[src/rtl/fpga_cmd_rx.sv]
// HF FPGA configuration front end: oversampled SPI command receiver, config registers and glitch-free major-mode switching.
// Optional macro FPGA_CMD_READBACK_EN enables the miso readback word and the error counter.
module fpga_cmd_rx #(
    parameter int                CMD_W       = 4,
    parameter int                DATA_W      = 12,
    parameter int                NUM_REGS    = 4,
    parameter int                SYNC_STAGES = 2,
    parameter int                MODE_W      = 3,
    parameter int                MODE_LSB    = 5,
    parameter logic [MODE_W-1:0] MODE_OFF    = 3'b111,
    parameter int                HOLDOFF     = 16
) (
    input  logic                         ck_1356meg,
    input  logic                         reset,
    input  logic                         spck,
    input  logic                         mosi,
    input  logic                         ncs,
    output logic                         miso,
    output logic [NUM_REGS*DATA_W-1:0]   conf_regs,
    output logic [NUM_REGS-1:0]          wr_strobe,
    output logic [MODE_W-1:0]            major_mode,
    output logic                         mode_switching,
    output logic                         frame_err
);

    localparam int FRAME_W = CMD_W + DATA_W;
    localparam int CNT_W   = $clog2(FRAME_W + 2);
    localparam int HCNT_W  = (HOLDOFF > 1) ? $clog2(HOLDOFF) : 1;
    localparam logic [CMD_W-1:0]  NUM_REGS_C = CMD_W'(NUM_REGS);
    localparam logic [CNT_W-1:0]  FRAME_LEN  = CNT_W'(FRAME_W);
    localparam logic [CNT_W-1:0]  CNT_SAT    = CNT_W'(FRAME_W + 1);
    localparam logic [HCNT_W-1:0] HOLD_LOAD  = HCNT_W'(HOLDOFF - 1);

    typedef enum logic [1:0] {RX_IDLE, RX_SHIFT, RX_COMMIT} rx_state_t;
    typedef enum logic {MD_STABLE, MD_QUIESCE} md_state_t;

    rx_state_t rx_state, rx_next;
    md_state_t md_state, md_next;

    logic [SYNC_STAGES-1:0] spck_sync, mosi_sync, ncs_sync;
    logic spck_d, ncs_d, spck_rise, ncs_rise, ncs_fall, mosi_q;

    logic [FRAME_W-1:0] shreg;
    logic [CNT_W-1:0]   bit_cnt;
    logic [DATA_W-1:0]  regs [NUM_REGS];

    logic [CMD_W-1:0]    cmd;
    logic [DATA_W-1:0]   payload;
    logic                frame_ok, wr_valid, err;
    logic [NUM_REGS-1:0] wr_sel;

    logic [MODE_W-1:0] target, major_nx;
    logic              sw_nx;
    logic [HCNT_W-1:0] hcnt, hcnt_nx;

    // Edge pulses are registered, so they line up with the registered mosi sample.
    always_ff @(posedge ck_1356meg or posedge reset) begin
        if (reset) begin
            spck_sync <= '0;
            mosi_sync <= '0;
            ncs_sync  <= '1;
            spck_d    <= 1'b0;
            ncs_d     <= 1'b1;
            spck_rise <= 1'b0;
            ncs_rise  <= 1'b0;
            ncs_fall  <= 1'b0;
            mosi_q    <= 1'b0;
        end else begin
            spck_sync <= {spck_sync[SYNC_STAGES-2:0], spck};
            mosi_sync <= {mosi_sync[SYNC_STAGES-2:0], mosi};
            ncs_sync  <= {ncs_sync[SYNC_STAGES-2:0], ncs};
            spck_d    <= spck_sync[SYNC_STAGES-1];
            ncs_d     <= ncs_sync[SYNC_STAGES-1];
            spck_rise <= spck_sync[SYNC_STAGES-1] & ~spck_d;
            ncs_rise  <= ncs_sync[SYNC_STAGES-1] & ~ncs_d;
            ncs_fall  <= ~ncs_sync[SYNC_STAGES-1] & ncs_d;
            mosi_q    <= mosi_sync[SYNC_STAGES-1];
        end
    end

    always_ff @(posedge ck_1356meg or posedge reset) begin
        if (reset) begin
            rx_state <= RX_IDLE;
            md_state <= MD_STABLE;
        end else begin
            rx_state <= rx_next;
            md_state <= md_next;
        end
    end

    always_comb begin
        rx_next = rx_state;
        case (rx_state)
            RX_IDLE:   if (ncs_fall) rx_next = RX_SHIFT;
            RX_SHIFT:  if (ncs_rise) rx_next = RX_COMMIT;
            RX_COMMIT: rx_next = RX_IDLE;
            default:   rx_next = RX_IDLE;
        endcase
    end

    assign cmd     = shreg[FRAME_W-1 -: CMD_W];
    assign payload = shreg[DATA_W-1:0];

    // A correctly sized cmd 0 is a silent NOP; any wrong length is an error regardless of cmd.
    always_comb begin
        frame_ok = (bit_cnt == FRAME_LEN);
        wr_valid = 1'b0;
        err      = 1'b0;
        wr_sel   = '0;
        if (rx_state == RX_COMMIT) begin
            if (frame_ok && cmd != '0 && cmd <= NUM_REGS_C)
                wr_valid = 1'b1;
            else if (!(frame_ok && cmd == '0))
                err = 1'b1;
        end
        for (int unsigned i = 0; i < NUM_REGS; i++)
            wr_sel[i] = wr_valid && (cmd == CMD_W'(i + 1));
    end

    always_ff @(posedge ck_1356meg or posedge reset) begin
        if (reset) begin
            shreg     <= '0;
            bit_cnt   <= '0;
            wr_strobe <= '0;
            frame_err <= 1'b0;
            for (int unsigned i = 0; i < NUM_REGS; i++)
                regs[i] <= '0;
            regs[0][MODE_LSB +: MODE_W] <= MODE_OFF;
        end else begin
            wr_strobe <= wr_sel;
            frame_err <= err;
            if (rx_state == RX_IDLE && ncs_fall) begin
                shreg   <= '0;
                bit_cnt <= '0;
            end else if (rx_state == RX_SHIFT && spck_rise) begin
                shreg <= {shreg[FRAME_W-2:0], mosi_q};
                if (bit_cnt != CNT_SAT)
                    bit_cnt <= bit_cnt + 1'b1;
            end
            for (int unsigned i = 0; i < NUM_REGS; i++)
                if (wr_sel[i])
                    regs[i] <= payload;
        end
    end

    always_comb begin
        conf_regs = '0;
        for (int unsigned i = 0; i < NUM_REGS; i++)
            conf_regs[i*DATA_W +: DATA_W] = regs[i];
    end

    assign target = regs[0][MODE_LSB +: MODE_W];

    // Any rewrite of reg[0] during quiesce restarts the off interval with the newest target.
    always_comb begin
        md_next  = md_state;
        major_nx = major_mode;
        sw_nx    = mode_switching;
        hcnt_nx  = hcnt;
        case (md_state)
            MD_STABLE: begin
                if (target != major_mode) begin
                    major_nx = MODE_OFF;
                    if (target != MODE_OFF) begin
                        sw_nx   = 1'b1;
                        hcnt_nx = HOLD_LOAD;
                        md_next = MD_QUIESCE;
                    end
                end
            end
            MD_QUIESCE: begin
                if (wr_strobe[0]) begin
                    hcnt_nx = HOLD_LOAD;
                end else if (hcnt == '0) begin
                    major_nx = target;
                    sw_nx    = 1'b0;
                    md_next  = MD_STABLE;
                end else begin
                    hcnt_nx = hcnt - 1'b1;
                end
            end
            default: md_next = MD_STABLE;
        endcase
    end

    always_ff @(posedge ck_1356meg or posedge reset) begin
        if (reset) begin
            major_mode     <= MODE_OFF;
            mode_switching <= 1'b0;
            hcnt           <= '0;
        end else begin
            major_mode     <= major_nx;
            mode_switching <= sw_nx;
            hcnt           <= hcnt_nx;
        end
    end

`ifdef FPGA_CMD_READBACK_EN
    logic [DATA_W-1:0]  err_cnt, err_cnt_nx;
    logic [FRAME_W-1:0] rb_word, rb_sh;
    logic               spck_fall, miso_q;

    always_comb begin
        err_cnt_nx = err_cnt;
        if (err && err_cnt != '1)
            err_cnt_nx = err_cnt + 1'b1;
    end

    // First bit is presented on the ncs fall so it is valid before the first spck rise.
    always_ff @(posedge ck_1356meg or posedge reset) begin
        if (reset) begin
            err_cnt   <= '0;
            rb_word   <= '0;
            rb_sh     <= '0;
            spck_fall <= 1'b0;
            miso_q    <= 1'b0;
        end else begin
            err_cnt   <= err_cnt_nx;
            spck_fall <= ~spck_sync[SYNC_STAGES-1] & spck_d;
            if (rx_state == RX_COMMIT)
                rb_word <= wr_valid ? {cmd, payload} : {{CMD_W{1'b1}}, err_cnt_nx};
            if (ncs_sync[SYNC_STAGES-1]) begin
                miso_q <= 1'b0;
            end else if (rx_state == RX_IDLE && ncs_fall) begin
                miso_q <= rb_word[FRAME_W-1];
                rb_sh  <= {rb_word[FRAME_W-2:0], 1'b0};
            end else if (rx_state == RX_SHIFT && spck_fall) begin
                miso_q <= rb_sh[FRAME_W-1];
                rb_sh  <= {rb_sh[FRAME_W-2:0], 1'b0};
            end
        end
    end

    assign miso = miso_q;
`else
    assign miso = 1'b0;
`endif

endmodule

[config.mk]
export PLATFORM = sky130hd
export DESIGN_NAME = fpga_cmd_rx
export DESIGN_NICKNAME = d
export VERILOG_FILES = /design/src/rtl/fpga_cmd_rx.sv
export SDC_FILE = /design/constraint.sdc
export NUM_CORES = 1
export LEC_CHECK = 0
export BUFFER_PORTS_ARGS = -buffer_cell sky130_fd_sc_hd__buf_2
export CAP_MARGIN = 20
export CORE_ASPECT_RATIO = 1.4
export CORE_MARGIN = 2
export CORE_UTILIZATION = 50
export CTS_CLUSTER_SIZE = 25
export DETAILED_ROUTE_END_ITERATION = 10
export GPL_TIMING_DRIVEN = 0
export MAX_ROUTING_LAYER = met4
export PLACE_DENSITY_LB_ADDON = 0.1
export SETUP_SLACK_MARGIN = 0.3
export SYNTH_ARGS = -nofsm -noshare
export SYNTH_HDL_FRONTEND = slang
export SYNTH_SLANG_ARGS = --single-unit
[constraint.sdc]
create_clock -name ck_1356meg -period 7.7 [get_ports ck_1356meg]
set_input_delay 0.77 -clock ck_1356meg [delete_from_list [all_inputs] [get_ports ck_1356meg]]
set_output_delay 0.77 -clock ck_1356meg [all_outputs]
set_load 0.05 [all_outputs]
==> out/results.ini <==
[critical_path]
crit_fanout=6
cp.buffers_inverters=1
rr_startpoint=bit_cnt[2]$_DFFE_PP0P_
crit_chain=buf_2
slowest_stage=dfstp_2
slowest_delay_ps=600
worstPathArrival_ps=1250
worstRegToRegCells=4
r2r_slack_ps=5700
cp-start-kind=flop
reg2reg_to=conf_regs[25]$_DFFE_PP0P_
cp.required_ps=6930
crit_start=conf_regs[6]$_DFFE_PP1P_
cpLargestDelayFamily=flip-flops
end_kind=output pin
path_class=reg -> out
crit_cells=1

[layout]
drive_above_1_share_pct=39.1
area_growth_pct=16.5
n_antenna_cell=0
nets=385
finalInstanceArea_um2=4550
num-fill-cells=662
regArea_um2=2440
final_util_pct=59.5
multiInputGateArea_um2=1370

[outcome]
status=finished clean

[synth]
yosysMostFrequentCell=dfrtp_1
synth_area_um2=3910
synthTopCellsByArea=dfrtp_1 56%, mux2_2 14%, dfstp_2 6.1%
synth_nets=312
yosys_warnings=0
ys_seq_elements=97
synth_cell_types=41
synth_async_sr_flop_share_pct=100
ys_seq_area_share_pct=62.4
synth_edf_count=0
synthDominantCellAreaShare_pct=56.4
synth_cells=303
synth_common_cells=88 x dfrtp_1, 49 x mux2_2, 35 x nand2_1
synth_top_flop_cell=dfrtp_1
synth_area_per_cell_um2=12.9
yosysTopAreaCell=dfrtp_1

[global_route]
globalRouteTotalUtil_pct=19.5
gr-total-overflow=0
grt_max_degree=71
grt_pass1_wl_mm=12.2
antenna_found_initial=0
grt_pass1_vias=2470

[cts]
clock_sinks=97
ctsHoldBuffers=0
h-tree-depth=3
cts_root_buf=clkbuf_8
cts_setup_buffers=0
cts_resized=0
clockBufferDepth=2
cts_tree=built
clk_pin_slew_ps=90
cts_inserted_buffers=9
insertion_delay_ps=360

[floorplan]
placeableCoreArea_um2=7650
core.rowCount=38
die_h_um=109
fp.dieW_um=78.7
dieArea_um2=8550
initial_core_util_pct=51.0
io_pins=63

[power]
p_leak_uw=0.00233
power_uw=923
peakVddDrop_mv=0.131
p_per_area_nw_per_um2=203

[placed_design]
io_buffers=61
dpl.hpwl_mm=5.03
gp_congestion=0.810
dpl-instance-area_um2=4370

[min_path]
holdPathStages=0
hp-start=spck_sync[0]$_DFF_PP0_
holdPathEnd=spck_sync[1]$_DFF_PP0_
hp-class=reg -> reg

[sta]
drv_slew=0
hold_ws_ps=355
timing.final.crit_share_pct=26.2
finalCriticalPeriod_ps=2020
fin_setup_tns_ps=0
hold_viol=0
timing.fmax_ghz=0.496
setup_violations=0
worstMarginPinSlew_ps=904
finalClockSkew_ps=11.2
rsz0062_at_grt=false
slew_headroom_pct=39.0

[routing]
drt_iter0_drc=146
vias=2581
vias_per_cell=5.37
finalWirelength_mm=7.34
avgRoutedWirePerCell_um=15.3
dr.pass1.iters=4
ant_nets=0
drc_errors=0

[run]
max_cap_violations=0

-- layout by cell type (no fill, tap or decap), types with 4 or more instances in the layout --
master / count
nor3b_1: 6
clkbuf_8: 11
dfrtp_1: 88
nor3_1: 5
nand2_1: 35
nand3_1: 5
dfstp_2: 9
nor2b_1: 6
o21ai_0: 6
inv_1: 6
buf_2: 65
ha_1: 4
nor2_1: 6
a21oi_1: 21
clkbuf_1: 9
mux2_2: 49
-- cells by family after synthesis --
| logic type | synth area share [%] |
|---|---|
| other | 0.0960 |
| DFF | 62.4 |
| buffers and inverters | 2.43 |
| AOI/OAI and AO/OA | 6.12 |
| adders and majority gates | 1.28 |
| and+or+nand+nor | 12.9 |
| xor gates and xnor gates | 0.673 |
| muxes | 14.1 |
-- metal layers --
layer	part of all wire (%)	GRT usage, %	vias to the layer above
met2	50	30.9	52
met5	0	-	-
met4	2.1	10.0	0
li1	-	-	1203
met1	45	24.3	1314
met3	3.2	3.01	12
-- state kept, by name (all words and copies together) (netlist names) --
register,flops
conf_regs,48
shreg,16
bit_cnt,5
hcnt,4
wr_strobe,4
major_mode,3
mosi_sync,2
ncs_sync,2
rx_state,2
spck_sync,2
frame_err,1
md_state,1
mode_switching,1
mosi_q,1
ncs_d,1
ncs_fall,1
ncs_rise,1
spck_d,1
spck_rise,1
-- layout make-up --
cell class | count | area share, %
Sequential cell | 97 | 53.6
Multi-Input combinational cell | 185 | 30.2
Timing Repair Buffer | 62 | 7.31
Clock buffer | 13 | 3.49
Tap cell | 100 | 2.75
Buffer | 14 | 1.51
Inverter | 7 | 0.632
Clock inverter | 3 | 0.550
-- worst max path at each step --
| stage | slack [ps] | endpoint |
|---|---|---|
| 2_1_floorplan | 4410 | bit_cnt[0]$_DFFE_PP0P_ |
| 3_3_place_gp | 3390 | conf_regs[0]$_DFFE_PP0P_ |
| 3_5_place_dp | 5710 | conf_regs[28]$_DFFE_PP0P_ |
| 4_1_cts | 5660 | conf_regs[6] |
| 5_1_grt | 5610 | conf_regs[36]$_DFFE_PP0P_ |
| 6_report | 5680 | conf_regs[6] |
-- power by group --
| part | total [uW] | leakage, uW | switching [uW] | internal [uW] |
|---|---|---|---|---|
| Clock | 304 | 0.0000898 | 167 | 137 |
| Sequential | 544 | 0.00130 | 17.9 | 526 |
| Combinational | 74.6 | 0.000943 | 49.1 | 25.5 |
-- through the flow --
stage	setup WS (ps)	std cells
after global placement	3390	464
final	5680	481
after global routing	5610	481
after detailed placement	5710	465
after floorplan	4410	303
after CTS	5660	481
(Power assumes the default switching activity.)
